File: src/rtl/line_goal_tracker.sv
// line_goal_tracker: turns a "drive N crossings" command into a motor enable
// window, tracking the black-line crossing count from the crossing-counter
// stage. Reports done on reaching the goal and faults on count discontinuity.
// Optional stall watchdog is built when the macro STALL_WATCHDOG_EN is defined.
module line_goal_tracker #(
    parameter int STALL_CYCLES = 50000000,
    parameter int STALL_W      = 26
) (
    input  logic       clock,
    input  logic       reset,
    input  logic [7:0] conteo,
    input  logic       cmd_valid,
    input  logic [7:0] cmd_target,
    output logic       cmd_ready,
    input  logic       abort,
    input  logic       done_ack,
    output logic       motor_en,
    output logic       busy,
    output logic       done,
    output logic       fault,
    output logic [1:0] fault_code,
    output logic [7:0] progress
);

    localparam logic [1:0] S_IDLE  = 2'd0;
    localparam logic [1:0] S_RUN   = 2'd1;
    localparam logic [1:0] S_DONE  = 2'd2;
    localparam logic [1:0] S_FAULT = 2'd3;

    localparam logic [1:0] FC_NONE  = 2'b00;
    localparam logic [1:0] FC_JUMP  = 2'b01;
    localparam logic [1:0] FC_STALL = 2'b10;

    // The stall counter must be able to represent its terminal value.
    if (STALL_CYCLES < 1 || longint'(STALL_CYCLES) > (64'd1 << STALL_W)) begin : g_bad_stall_cfg
        $error("line_goal_tracker: STALL_W too small for STALL_CYCLES");
    end

    logic [1:0] state;
    logic [7:0] base;
    logic [7:0] target_r;
    logic [7:0] prev;

    logic [7:0] progress_next;
    logic       step;
    logic       jump;
    logic       goal;
    logic       stall_hit;
    logic       accept;

    assign cmd_ready = (state == S_IDLE);
    assign accept    = cmd_valid && cmd_ready;

    // Per-cycle evaluation of count movement and goal distance.
    always_comb begin
        // NOTE: every combinational output gets a default first so no latch is inferred.
        progress_next = conteo - base;
        step          = (conteo == prev + 8'd1);
        jump          = (conteo != prev) && !step;
        goal          = (progress_next >= target_r);
    end

`ifdef STALL_WATCHDOG_EN
    logic [STALL_W-1:0] stall_cnt;

    assign stall_hit = (state == S_RUN) && !step &&
                       (stall_cnt == STALL_W'(STALL_CYCLES - 1));

    // Stall counter: restarts on RUN entry and on each forward crossing.
    always_ff @(posedge clock) begin
        if (reset) begin
            stall_cnt <= '0;
        end else if (accept) begin
            stall_cnt <= '0;
        end else if (state == S_RUN) begin
            stall_cnt <= step ? '0 : stall_cnt + 1'b1;
        end
    end
`else
    assign stall_hit = 1'b0;
`endif

    // Run control FSM and all registered outputs.
    always_ff @(posedge clock) begin
        if (reset) begin
            // NOTE: sequential state uses non-blocking assignments so every register samples pre-edge values.
            state      <= S_IDLE;
            base       <= '0;
            target_r   <= '0;
            prev       <= '0;
            motor_en   <= 1'b0;
            busy       <= 1'b0;
            done       <= 1'b0;
            fault      <= 1'b0;
            fault_code <= FC_NONE;
            progress   <= '0;
        end else begin
            prev <= conteo;
            case (state)
                S_IDLE: begin
                    if (accept) begin
                        progress <= '0;
                        if (cmd_target == 8'd0) begin
                            state <= S_DONE;
                            done  <= 1'b1;
                        end else begin
                            state    <= S_RUN;
                            base     <= conteo;
                            target_r <= cmd_target;
                            motor_en <= 1'b1;
                            busy     <= 1'b1;
                        end
                    end
                end
                S_RUN: begin
                    progress <= progress_next;
                    if (abort) begin
                        state    <= S_IDLE;
                        motor_en <= 1'b0;
                        busy     <= 1'b0;
                    end else if (jump) begin
                        state      <= S_FAULT;
                        motor_en   <= 1'b0;
                        busy       <= 1'b0;
                        fault      <= 1'b1;
                        fault_code <= FC_JUMP;
                    end else if (goal) begin
                        state    <= S_DONE;
                        motor_en <= 1'b0;
                        busy     <= 1'b0;
                        done     <= 1'b1;
                    end else if (stall_hit) begin
                        state      <= S_FAULT;
                        motor_en   <= 1'b0;
                        busy       <= 1'b0;
                        fault      <= 1'b1;
                        fault_code <= FC_STALL;
                    end
                end
                S_DONE: begin
                    if (done_ack) begin
                        state <= S_IDLE;
                        done  <= 1'b0;
                    end
                end
                default: begin
                    if (done_ack) begin
                        state      <= S_IDLE;
                        fault      <= 1'b0;
                        fault_code <= FC_NONE;
                    end
                end
            endcase
        end
    end

endmodule

File: config.mk
export PLATFORM = sky130hd
export DESIGN_NAME = line_goal_tracker
export DESIGN_NICKNAME = d
export VERILOG_FILES = /design/src/rtl/line_goal_tracker.sv
export SDC_FILE = /design/constraint.sdc
export NUM_CORES = 1
export LEC_CHECK = 0
export ABC_AREA = 1
export CAP_MARGIN = 10
export CORE_UTILIZATION = 45
export CTS_CLUSTER_DIAMETER = 200
export DETAILED_ROUTE_END_ITERATION = 16
export HOLD_SLACK_MARGIN = 0.06
export PLACE_DENSITY_LB_ADDON = 0.12
export SKIP_LAST_GASP = 1
export SLEW_MARGIN = 15
export SYNTH_ARGS = -nofsm -noshare
export SYNTH_HDL_FRONTEND = slang
export SYNTH_SLANG_ARGS = --single-unit
File: constraint.sdc
create_clock -name clock -period 2.63 [get_ports clock]
set_input_delay 0.263 -clock clock [delete_from_list [all_inputs] [get_ports clock]]
set_output_delay 0.263 -clock clock [all_outputs]
set_load 0.1 [all_outputs]
==> flow_metrics.tcl <==
set metrics [dict create \
    status "complete, no violations" \
    die_w_microns 73 \
    cts.sinks 37 \
    drive_gt1_frac 0.239 \
    final_cell_area_sq_um 3110 \
    path_class "flip-flop to flip-flop" \
    place_hpwl_mm 4.09 \
    cts_root_buffer "clkbuf_8" \
    area_growth_pct 37.2 \
    synth_top_area_cell "dfxtp_1" \
    hold_viol 0 \
    fin_crit_ps 2500 \
    crit_path_start_kind "flip-flop" \
    synthArstFlopShare 0 \
    finalCritPeriodShare 0.952 \
    drt_wl_total_mm 5.41 \
    cts_hold_buf 0 \
    synth.area.top_cells "dfxtp_1, nand2_1, ha_1" \
    ir_drop_v 0.000401 \
    cts_tree "yes" \
    drt_iter0_drc 122 \
    crit_chain "inv_2 -> ha_4 -> nand3_2 -> nand2_2 -> nand4_1 -> o211ai_1 -> xor2_1 -> ha_1 -> nand2_1 -> inv_1 -> nor2_1 -> o21a_1 -> nand4_1 -> nor2_1 -> nand2_2 -> nand2_2 -> o21ai_2 -> nor2_1" \
    cpLargestDelayFamily "simple AND/OR/NAND/NOR gates" \
    grt_overflow_total 0 \
    wl_per_cell_microns 11.7 \
    combinationalPowerShare 0.492 \
    r2r_slack_ps 130 \
    synthAdderAreaFrac 0.0971 \
    synth.avg_cell_area_sq_um 6.83 \
    io_pins 36 \
    rsz0062_at_grt "true" \
    coreArea_sq_um 4790 \
    syn-cell-area_sq_um 2270 \
    swShare 0.413 \
    critPathBufInv 2 \
    arrival_ps 2740 \
    synth_top_area_share 0.327 \
    p_per_area_nw_per_um2 759 \
    place_area_sq_um 2810 \
    cts_buffers 5 \
    ant_nets 0 \
    critPathMaxFanout 4 \
    finalNetCount 431 \
    r2r_start "base[2]" \
    synth_xor_area_frac 0.0309 \
    grt_pass1_wl_mm 9.05 \
    tightest_slew_ps 520 \
    dp_slack_ps -410 \
    hold_path_depth 3 \
    clkLatencyLatePin_ps 290 \
    ys.flop_type "dfxtp_1" \
    power_switching_w 0.000975 \
    cp_slowest_cell "dfxtp_2" \
    finalSetupViolations 0 \
    row_count 25 \
    hp-start "conteo[3]" \
    crit_required_ps 2860 \
    synth-edff-count 0 \
    portBuffers 34 \
    fmax_mhz 399 \
    grt_max_degree 31 \
    antenna_found_initial 0 \
    p_leak_nw 1.44 \
    hold_path_end "prev[3]" \
    synthSimpleGateAreaFrac 0.268 \
    min_path_type "input port to flip-flop" \
    die_h_microns 73 \
    place.gp.congestion 0.878 \
    seqPwrFrac 0.287 \
    cp-end-kind "flip-flop" \
    dr_total_vias 2252 \
    synth_seq_cells 37 \
    ys_seq_area_frac 0.327 \
    reg2reg_depth 18 \
    drc 0 \
    cp_slowest_stage_delay_ps 330 \
    maxCapViolations 0 \
    clkSlewWorstSetupHoldPaths_ps 80 \
    synth_top_family_by_area "simple AND/OR/NAND/NOR gates" \
    path_depth 18 \
    firstDrtPassIters 4 \
    maxSlewViolCount 0 \
    ys_warn_count 0 \
    clk_path_buf_depth 2 \
    synth_cells 332 \
    clkPwrFrac 0.221 \
    yosysUniqueCellTypes 32 \
    r2r-end "state[1]" \
    antennaDiodeCount 0 \
    synth_compound_area_frac 0.159 \
    track_usage 0.219 \
    setup_slack_ps 126 \
    p_int_w 0.00139 \
    syn_nets 370 \
    die_area_sq_um 5330 \
    skew_ps 11.0 \
    slew_headroom 0.653 \
    via_per_inst 4.89 \
    grt_pass1_vias 2004 \
    nFillCells 446 \
    initial_core_util 0.474 \
    synth_mux_area_frac 0 \
    htreeDepth 2 \
]
## state kept, by name, summed over array words and instances, names as in the netlist
name,count
prev,8
done,1
base,8
target_r,8
progress,8
fault_code,1
busy,1
state,2
## metrics by stage
stage | utilization | hold WS [ps] | TNS, ps | power (W) | cells
2_1_floorplan | - | 332 | 0 | 0.00144 | 332
3_3_place_gp | 0.586 | 445 | -1220 | 0.00174 | 450
3_5_place_dp | 0.586 | 447 | -1510 | 0.00175 | 450
4_1_cts | 0.619 | 457 | 0 | 0.00230 | 459
5_1_grt | 0.650 | 361 | -146 | 0.00253 | 461
6_report | 0.650 | 343 | 0 | 0.00236 | 461
## timing repair
action | in CTS | in global routing
resized for setup | 5 | 28
buffers inserted | 1 | 2
pin swaps | 2 | 17
endpoints found under the setup margin | 4 | 4
## worst max path at each step
stage | from | slack, ps | endpoint
after detailed placement | conteo[1] | -410 | state[0]
final | base[2] | 130 | state[1]
after CTS | conteo[2] | 5 | state[1]
after global routing | base[2] | -80 | state[1]
after floorplan | base[2] | 240 | busy
after global placement | conteo[1] | -330 | state[0]
## logic make-up (layout without fill, tap and decap cells)
kind of cell	Yosys count	count (layout)
XOR/XNOR	8	8
adder cells (fa/ha/maj)	17	17
buffers and inverters	63	125
AND/OR/NAND/NOR	138	138
other	1	1
flip-flops	37	37
AO/OA/AOI/OAI	68	68
## Yosys cell counts (3+ instances only)
cell	n
nand2_2	5
xor2_1	6
ha_1	16
nand3_1	12
a21oi_1	39
nor2_1	23
nor2_2	3
nand2_1	82
clkbuf_1	3
nand4_1	7
o21ai_1	19
inv_1	48
inv_2	5
buf_4	3
dfxtp_1	37
## area by class of cell
class / instances / area (sq um) / area share
inverters: 53 / 201 / 0.0647
well taps: 67 / 83.8 / 0.0269
clock inverters: 2 / 37.5 / 0.0121
multi-input cells: 232 / 1410 / 0.453
clock buffers: 6 / 82.6 / 0.0265
repair buffers: 64 / 552 / 0.177
flip-flops and latches: 37 / 744 / 0.239
## layer usage
layer | routed length, microns | vias to the layer above | share of wire | track usage
met5 | 0 | - | 0 | 0
met2 | 2500 | 63 | 0.46 | 0.344
li1 | - | 1180 | - | -
met4 | 110 | 0 | 0.020 | 0.0871
met1 | 2500 | 998 | 0.46 | 0.298
met3 | 301 | 11 | 0.056 | 0.0373
## worst min-delay path, stage by stage
cell            delay, ps
dlymetal6s2s_1        190
inv_1                 100
nor2_1                 40
## cell usage in the layout (no fill, tap or decap), drive strengths merged
cell	n
a21oi	40
a31oi	2
buf	44
bufinv	1
clkbuf	6
clkdlybuf4s50	15
clkinvlp	1
conb	1
dfxtp	37
dlygate4sd2	1
dlymetal6s2s	4
fa	1
ha	16
inv	53
nand2	87
nand3	13
nand4	7
nor2	27
nor4	2
o211ai	2
o21a	2
o21ai	21
o22ai	1
or2	2
xnor2	2
xor2	6
## power groups by stage
stage	Clock [W]	Sequential (W)	Combinational [W]
after CTS	0.000532	0.000675	0.00109
after floorplan	0	0.000864	0.000573
final	0.000522	0.000679	0.00116
after detailed placement	0	0.000688	0.00106
after global routing	0.000557	0.000688	0.00128
after global placement	0	0.000685	0.00105
Power figures use the tool's default switching activity.
